===== src/rtl/wb_trace_fifo_pkg.sv =====
// Shared definitions for the write-back trace FIFO: record layout and helpers.
package wb_trace_fifo_pkg;

  // One trace record: PC in bits 68:37, register in 36:32, data in 31:0.
  localparam int TRC_REC_W = 69;

  typedef struct packed {
    logic [31:0] pc;
    logic [4:0]  addr;
    logic [31:0] data;
  } trc_rec_t;

  // Build a record from the three fields observed on the write-back bus.
  function automatic trc_rec_t pack_rec(input logic [31:0] pc,
                                        input logic [4:0]  addr,
                                        input logic [31:0] data);
    trc_rec_t rec;
    rec.pc   = pc;
    rec.addr = addr;
    rec.data = data;
    return rec;
  endfunction

endpackage


===== src/rtl/wb_trace_fifo_if.sv =====
// Bus bundle between the core write-back observation port, the trace consumer and the FIFO.
interface wb_trace_fifo_if #(
  parameter int PTR_W  = 4,
  parameter int DROP_W = 16
);
  logic              w_grf_we;
  logic [4:0]        w_grf_addr;
  logic [31:0]       w_grf_wdata;
  logic [31:0]       w_inst_addr;
  logic              trc_ready;
  logic              drop_clr;
  logic              trc_valid;
  logic [31:0]       trc_pc;
  logic [4:0]        trc_addr;
  logic [31:0]       trc_data;
  logic [PTR_W:0]    count;
  logic              overflow;
  logic [DROP_W-1:0] drop_cnt;

  // The core and the consumer together form the master side.
  modport master (
    output w_grf_we, w_grf_addr, w_grf_wdata, w_inst_addr, trc_ready, drop_clr,
    input  trc_valid, trc_pc, trc_addr, trc_data, count, overflow, drop_cnt
  );

  // The trace FIFO observes the core and serves the consumer.
  modport slave (
    input  w_grf_we, w_grf_addr, w_grf_wdata, w_inst_addr, trc_ready, drop_clr,
    output trc_valid, trc_pc, trc_addr, trc_data, count, overflow, drop_cnt
  );
endinterface


===== src/rtl/wb_trace_fifo_ram.sv =====
// Record storage: register array with one synchronous write port and one async read port.
module wb_trace_fifo_ram
  import wb_trace_fifo_pkg::*;
#(
  parameter int DEPTH  = 16,
  parameter int ADDR_W = 4
) (
  input  logic              clk,
  input  logic              i_we,
  input  logic [ADDR_W-1:0] i_waddr,
  input  trc_rec_t          i_wdata,
  input  logic [ADDR_W-1:0] i_raddr,
  output trc_rec_t          o_rdata
);

  trc_rec_t r_mem [DEPTH];

  // Storage is not reset; the pointers alone decide which entries are meaningful.
  always_ff @(posedge clk) begin
    if (i_we) begin
      r_mem[i_waddr] <= i_wdata;
    end
  end

  assign o_rdata = r_mem[i_raddr];

endmodule


===== src/rtl/wb_trace_fifo.sv =====
// Trace FIFO behind the core write-back stage: captures GRF writes, buffers them,
// drains them over valid/ready, and counts (never blocks on) overflow drops.
module wb_trace_fifo
  import wb_trace_fifo_pkg::*;
#(
  parameter int DEPTH       = 16,
  parameter int PTR_W       = 4,
  parameter int FILTER_ZERO = 1,
  parameter int DROP_W      = 16
) (
  input logic            clk,
  input logic            reset,
  wb_trace_fifo_if.slave bus
);

  localparam logic [PTR_W:0] LP_DEPTH = (PTR_W+1)'(DEPTH);

  logic [PTR_W-1:0]  r_rd_ptr;
  logic [PTR_W-1:0]  r_wr_ptr;
  logic [PTR_W:0]    r_count;
  logic              r_overflow;
  logic [DROP_W-1:0] r_drop_cnt;

  logic     w_valid;
  logic     w_full;
  logic     w_cap;
  logic     w_pop;
  logic     w_push;
  logic     w_drop;
  trc_rec_t w_wrec;
  trc_rec_t w_head;

  assign w_valid = (r_count != '0);
  assign w_full  = (r_count == LP_DEPTH);
  assign w_cap   = bus.w_grf_we && !((FILTER_ZERO != 0) && (bus.w_grf_addr == 5'd0));
  assign w_pop   = w_valid && bus.trc_ready;
  assign w_push  = w_cap && (!w_full || w_pop);
  assign w_drop  = w_cap && w_full && !w_pop;
  assign w_wrec  = pack_rec(bus.w_inst_addr, bus.w_grf_addr, bus.w_grf_wdata);

  wb_trace_fifo_ram #(
    .DEPTH  (DEPTH),
    .ADDR_W (PTR_W)
  ) u_ram (
    .clk     (clk),
    .i_we    (w_push),
    .i_waddr (r_wr_ptr),
    .i_wdata (w_wrec),
    .i_raddr (r_rd_ptr),
    .o_rdata (w_head)
  );

  // Pointers wrap naturally at DEPTH; occupancy tracks push minus pop each edge.
  always_ff @(posedge clk or negedge reset) begin
    if (!reset) begin
      r_rd_ptr <= '0;
      r_wr_ptr <= '0;
      r_count  <= '0;
    end else begin
      if (w_push) begin
        r_wr_ptr <= r_wr_ptr + PTR_W'(1);
      end
      if (w_pop) begin
        r_rd_ptr <= r_rd_ptr + PTR_W'(1);
      end
      if (w_push && !w_pop) begin
        r_count <= r_count + (PTR_W+1)'(1);
      end else if (w_pop && !w_push) begin
        r_count <= r_count - (PTR_W+1)'(1);
      end
    end
  end

  // Sticky overflow and saturating drop count; a drop in the clearing cycle still counts as one.
  always_ff @(posedge clk or negedge reset) begin
    if (!reset) begin
      r_overflow <= 1'b0;
      r_drop_cnt <= '0;
    end else if (w_drop) begin
      r_overflow <= 1'b1;
      if (bus.drop_clr) begin
        r_drop_cnt <= DROP_W'(1);
      end else if (!(&r_drop_cnt)) begin
        r_drop_cnt <= r_drop_cnt + DROP_W'(1);
      end
    end else if (bus.drop_clr) begin
      r_overflow <= 1'b0;
      r_drop_cnt <= '0;
    end
  end

  assign bus.trc_valid = w_valid;
  assign bus.trc_pc    = w_valid ? w_head.pc   : '0;
  assign bus.trc_addr  = w_valid ? w_head.addr : '0;
  assign bus.trc_data  = w_valid ? w_head.data : '0;
  assign bus.count     = r_count;
  assign bus.overflow  = r_overflow;
  assign bus.drop_cnt  = r_drop_cnt;

endmodule

===== src/flat_wrapper.sv =====
// flat-port wrapper written by rule: the top's interface ports become plain ports
module wb_trace_fifo_flat import wb_trace_fifo_pkg::*;
#(
  parameter int DEPTH       = 16,
  parameter int PTR_W       = 4,
  parameter int FILTER_ZERO = 1,
  parameter int DROP_W      = 16
)
  (clk, reset, bus_w_grf_we, bus_w_grf_addr, bus_w_grf_wdata, bus_w_inst_addr, bus_trc_ready, bus_drop_clr, bus_trc_valid, bus_trc_pc, bus_trc_addr, bus_trc_data, bus_count, bus_overflow, bus_drop_cnt);
  wb_trace_fifo_if #(.PTR_W(PTR_W), .DROP_W(DROP_W)) bus_i ();
  input logic clk;
  input logic reset;
  input wire logic [$bits(bus_i.w_grf_we)-1:0] bus_w_grf_we;
  input wire logic [$bits(bus_i.w_grf_addr)-1:0] bus_w_grf_addr;
  input wire logic [$bits(bus_i.w_grf_wdata)-1:0] bus_w_grf_wdata;
  input wire logic [$bits(bus_i.w_inst_addr)-1:0] bus_w_inst_addr;
  input wire logic [$bits(bus_i.trc_ready)-1:0] bus_trc_ready;
  input wire logic [$bits(bus_i.drop_clr)-1:0] bus_drop_clr;
  output wire logic [$bits(bus_i.trc_valid)-1:0] bus_trc_valid;
  output wire logic [$bits(bus_i.trc_pc)-1:0] bus_trc_pc;
  output wire logic [$bits(bus_i.trc_addr)-1:0] bus_trc_addr;
  output wire logic [$bits(bus_i.trc_data)-1:0] bus_trc_data;
  output wire logic [$bits(bus_i.count)-1:0] bus_count;
  output wire logic [$bits(bus_i.overflow)-1:0] bus_overflow;
  output wire logic [$bits(bus_i.drop_cnt)-1:0] bus_drop_cnt;
  assign bus_i.w_grf_we = bus_w_grf_we;
  assign bus_i.w_grf_addr = bus_w_grf_addr;
  assign bus_i.w_grf_wdata = bus_w_grf_wdata;
  assign bus_i.w_inst_addr = bus_w_inst_addr;
  assign bus_i.trc_ready = bus_trc_ready;
  assign bus_i.drop_clr = bus_drop_clr;
  assign bus_trc_valid = bus_i.trc_valid;
  assign bus_trc_pc = bus_i.trc_pc;
  assign bus_trc_addr = bus_i.trc_addr;
  assign bus_trc_data = bus_i.trc_data;
  assign bus_count = bus_i.count;
  assign bus_overflow = bus_i.overflow;
  assign bus_drop_cnt = bus_i.drop_cnt;
  wb_trace_fifo #(.DEPTH(DEPTH), .PTR_W(PTR_W), .FILTER_ZERO(FILTER_ZERO), .DROP_W(DROP_W)) u_core (.clk(clk), .reset(reset), .bus(bus_i));
endmodule

===== config.mk =====
export PLATFORM = sky130hd
export DESIGN_NAME = wb_trace_fifo_flat
export DESIGN_NICKNAME = d
export VERILOG_FILES = /design/src/rtl/wb_trace_fifo_pkg.sv /design/src/rtl/wb_trace_fifo_if.sv /design/src/rtl/wb_trace_fifo_ram.sv /design/src/rtl/wb_trace_fifo.sv /design/src/flat_wrapper.sv
export SDC_FILE = /design/constraint.sdc
export NUM_CORES = 1
export LEC_CHECK = 0
export BUFFER_PORTS_ARGS = -buffer_cell sky130_fd_sc_hd__buf_4
export CAP_MARGIN = 20
export CORE_ASPECT_RATIO = 1.4
export CORE_MARGIN = 1
export CORE_UTILIZATION = 55
export DETAILED_ROUTE_END_ITERATION = 6
export PLACE_DENSITY = 0.76
export SYNTH_ARGS = -nofsm -noshare
export SYNTH_HDL_FRONTEND = slang
export SYNTH_HIERARCHICAL = 1
export SYNTH_SLANG_ARGS = --single-unit

===== constraint.sdc =====
create_clock -name clk -period 6.9 [get_ports clk]
set_input_delay 1.38 -clock clk [delete_from_list [all_inputs] [get_ports clk]]
set_output_delay 1.38 -clock clk [all_outputs]
set_load 0.005 [all_outputs]

==> results.cfg <==
[outcome]
outcome = completed

[die]
fp.coreArea_um2 = 78000
floorplan.die_area_um2 = 80000
num_rows = 121
start_util = 0.557
die_y_um = 334
die_wd_um = 239
top_level_pins = 166

[sta]
worst_slew_margin_rel = 0.224
post-route-min-period_ns = 5.13
setup_tns_ns = 0
finalHoldViolations = 0
final.setup_skew_ns = 0.0283
final_critical_path_setup_slack_ns = 1.77
unrepaired_setup_endpoints_after_global_routing = no
fin_crit_sh = 0.744
maximum_clock_frequency_mhz = 195
timing.final.max_slew_violations = 0
worst_pin_slew_ns = 1.16
setup-violations-final = 0

[power_and_ir_drop]
worst_ir_drop_vdd_uv = 381
total_switching_power_mw = 5.99
clock_power_share = 0.283
combinationalPowerShare = 0.293
total_leakage_power_nw = 15.9
seq_power_share = 0.424
pwr_density_cell_nw_per_um2 = 415
p_int_mw = 14.5
p_sw_frac = 0.292

[clock_network]
clock_sinks = 1134
number_of_clock_buffers_inserted_by_tritoncts = 101
tritoncts = built
clock_root_buffer_master = sky130_fd_sc_hd__clkbuf_16
cts.htree.levels = 3
clk-insertion-delay-late_ns = 0.68
cts_resized = 0
cts.reportedPaths.clkPinSlew_ns = 0.06
cts_hold_buf = 0
cts_setup_buffers = 0
clock_path_buffers = 3

[finish]
num-nets-final = 2225
syn2layout_area_growth_pct = 14.0
num_antenna_cells = 0
fraction_of_layout_cells_with_a_size_suffix_above_1 = 0.295
layout.cells.non_filler = 3270
final_design_area_no_fill_um2 = 49500
layout.core_utilization = 0.634

[detailed_routing]
viasPerCell = 6.34
detail_route.drc_violations = 0
drt-total-wl_mm = 94.0
ant_nets = 0
vias = 20716
drt-pass1-iter-count = 5
wire_per_inst_um = 28.7
initialDrtViolationCount = 2230

[logic_synthesis]
synth_seq_cells = 1134
netlist_top_cells_area = sky130_fd_sc_hd__edfxtp_1, sky130_fd_sc_hd__mux4_2, sky130_fd_sc_hd__a22oi_1
synth.net_count = 2025
count_leader_synth = sky130_fd_sc_hd__edfxtp_1
yosysUniqueCellTypes = 46
dominantRegCellSynth = sky130_fd_sc_hd__edfxtp_1
synth_area_per_cell_um2 = 22.3
synthArstFlopShare = 0.0265
netlist_area_um2 = 43400
most_numerous_cell_types_in_the_synthesized_netlist = sky130_fd_sc_hd__edfxtp_1, sky130_fd_sc_hd__mux4_2, sky130_fd_sc_hd__a22oi_1, sky130_fd_sc_hd__nand2_1, sky130_fd_sc_hd__and2_1
synth_largest_type_area_fraction = 0.764
yosysWarningCount = 6
synth_enable_flop_cells = 1104
synthCells = 1943
synth_area_leader_cell = sky130_fd_sc_hd__edfxtp_1
proportion_of_synthesized_chip_area_in_sequential_cells = 0.781

[placed_design]
io_buffer_count = 165
gpl.final_weighted_congestion = 0.782
detailed_place_hpwl_mm = 48.7
post_dp_cell_area_um2 = 46000
dp_cells = 3084
post-place-ws_ns = 2.20

[setup_path]
timing.critical_path.to_type = output port
critical_path.startpoint_type = flip-flop
worst_path_required_ns = 5.52
setup.worst_path.class = flip-flop to output port
critical_path_peak_fanout = 44
critical_path_arrival_ns = 3.75

[global_routing]
globalRoute.totalOverflow = 0
grt.total_usage = 0.240
antenna_found_initial = 2
grt_max_degree = 89
first_global_vias = 21943
grt_pass1_wl_mm = 140

[worst_hold_path]
min-delay-path-class = flip-flop to flip-flop

[run]
drv.max_cap_violation_count = 0
-- cells in the final DEF, fill, tap and decap left out, types with 3 or more instances in the layout --
cell                         instances
sky130_fd_sc_hd__clkinvlp_4          6
sky130_fd_sc_hd__xor2_1              4
sky130_fd_sc_hd__nor3_1              3
sky130_fd_sc_hd__clkinv_1           19
sky130_fd_sc_hd__a21oi_1            11
sky130_fd_sc_hd__nor2_1              7
sky130_fd_sc_hd__ha_1                7
sky130_fd_sc_hd__inv_6               3
sky130_fd_sc_hd__nor2_4             13
sky130_fd_sc_hd__nor3_4              4
sky130_fd_sc_hd__buf_12             18
sky130_fd_sc_hd__clkinv_4            3
sky130_fd_sc_hd__dfrtp_1            28
sky130_fd_sc_hd__nand4_1             5
sky130_fd_sc_hd__clkbuf_16         103
sky130_fd_sc_hd__mux4_2            276
sky130_fd_sc_hd__nand3_1             7
sky130_fd_sc_hd__clkinv_2           13
sky130_fd_sc_hd__nand3b_1            3
sky130_fd_sc_hd__and2_1             70
sky130_fd_sc_hd__a22oi_1           138
sky130_fd_sc_hd__or3_1               8
sky130_fd_sc_hd__a211oi_1            3
sky130_fd_sc_hd__nand2_1            80
sky130_fd_sc_hd__clkbuf_1           19
sky130_fd_sc_hd__nor4_1              3
sky130_fd_sc_hd__nand2b_1            3
sky130_fd_sc_hd__bufinv_16          16
sky130_fd_sc_hd__inv_1               8
sky130_fd_sc_hd__buf_4             185
sky130_fd_sc_hd__xnor2_1             7
sky130_fd_sc_hd__mux2i_1             3
sky130_fd_sc_hd__edfxtp_1         1104
sky130_fd_sc_hd__o21ai_0            10
-- power groups by stage --
stage / Clock, mW / Combinational [mW] / Sequential, mW
after floorplan: 0 / 3.99 / 8.64
after global placement: 0 / 5.93 / 8.76
after detailed placement: 0 / 6.03 / 8.82
after CTS: 5.88 / 6.12 / 8.70
after global routing: 6.11 / 6.43 / 8.74
final: 5.81 / 6.02 / 8.69
-- flip-flops by register name, indices dropped and copies added, names as in the netlist --
| name | count |
|---|---|
| u_core/r_rd_ptr | 4 |
| u_core/bus.overflow | 1 |
| u_core/bus.drop_cnt | 16 |
| u_core/u_ram/r_mem | 1104 |
| u_core/r_wr_ptr | 4 |
| u_core/bus.count | 5 |
-- area by class of cell --
cell class / count / area [um2]
fill: 4898 / 28500
timing repair buffer: 203 / 1750
inverter: 8 / 30.0
sequential: 1134 / 33900
tap: 1045 / 1310
clock buffer: 122 / 2650
multi-input combinational: 695 / 9050
clock inverter: 63 / 767
-- stage by stage --
step | hold WS, ns | total power [mW]
finish | 0.532 | 20.5
detailed placement | 0.519 | 14.8
global route | 0.562 | 21.3
floorplan | 0.489 | 12.6
global placement | 0.506 | 14.7
CTS | 0.527 | 20.7
-- worst paths after layout --
kind                                          from                         to  slack (ns)  depth (start not counted)
max in group asynchronous                    reset         u_core/r_rd_ptr[0]        5.94                          1
max                             u_core/r_rd_ptr[0]            bus_trc_data[3]        1.77                          6
max reg2reg                    u_core/bus.count[0]  u_core/u_ram/r_mem[2][61]        3.13                          6
min                        u_core/bus.drop_cnt[12]    u_core/bus.drop_cnt[12]        0.53                          1
min in group asynchronous                    reset     u_core/bus.drop_cnt[8]        0.63                          1
min reg2reg                u_core/bus.drop_cnt[12]    u_core/bus.drop_cnt[12]        0.53                          1
-- routing by layer --
layer / global-route usage / routed length (um) / vias to the layer above
li1: - / - / 8587
met1: 0.308 / 35300 / 10990
met2: 0.421 / 50300 / 986
met3: 0.0382 / 6200 / 151
met4: 0.0736 / 2170 / 2
met5: 0 / 13 / -
-- critical path: stages, from the launching register on --
cell and delay [ns]:
sky130_fd_sc_hd__dfrtp_4 1.05, sky130_fd_sc_hd__buf_4 0.66, sky130_fd_sc_hd__mux4_2 0.59, sky130_fd_sc_hd__a22oi_1 0.23, sky130_fd_sc_hd__nand2_1 0.19, sky130_fd_sc_hd__and2_1 0.19
sky130_fd_sc_hd__buf_4 0.13
-- cell families (layout without fill, tap and decap cells) --
kind of cell               Yosys count  after routing  synth area share
AOI/OAI and AO/OA                  174            174            0.0291
buffers and inverters              114            396            0.0140
and+or+nand+nor                    221            221            0.0266
muxes                              281            281             0.144
xor gates and xnor gates            11             11           0.00222
DFF                               1134           1134             0.781
adders and majority gates            8              8           0.00248
Power figures use the tool's default switching activity.
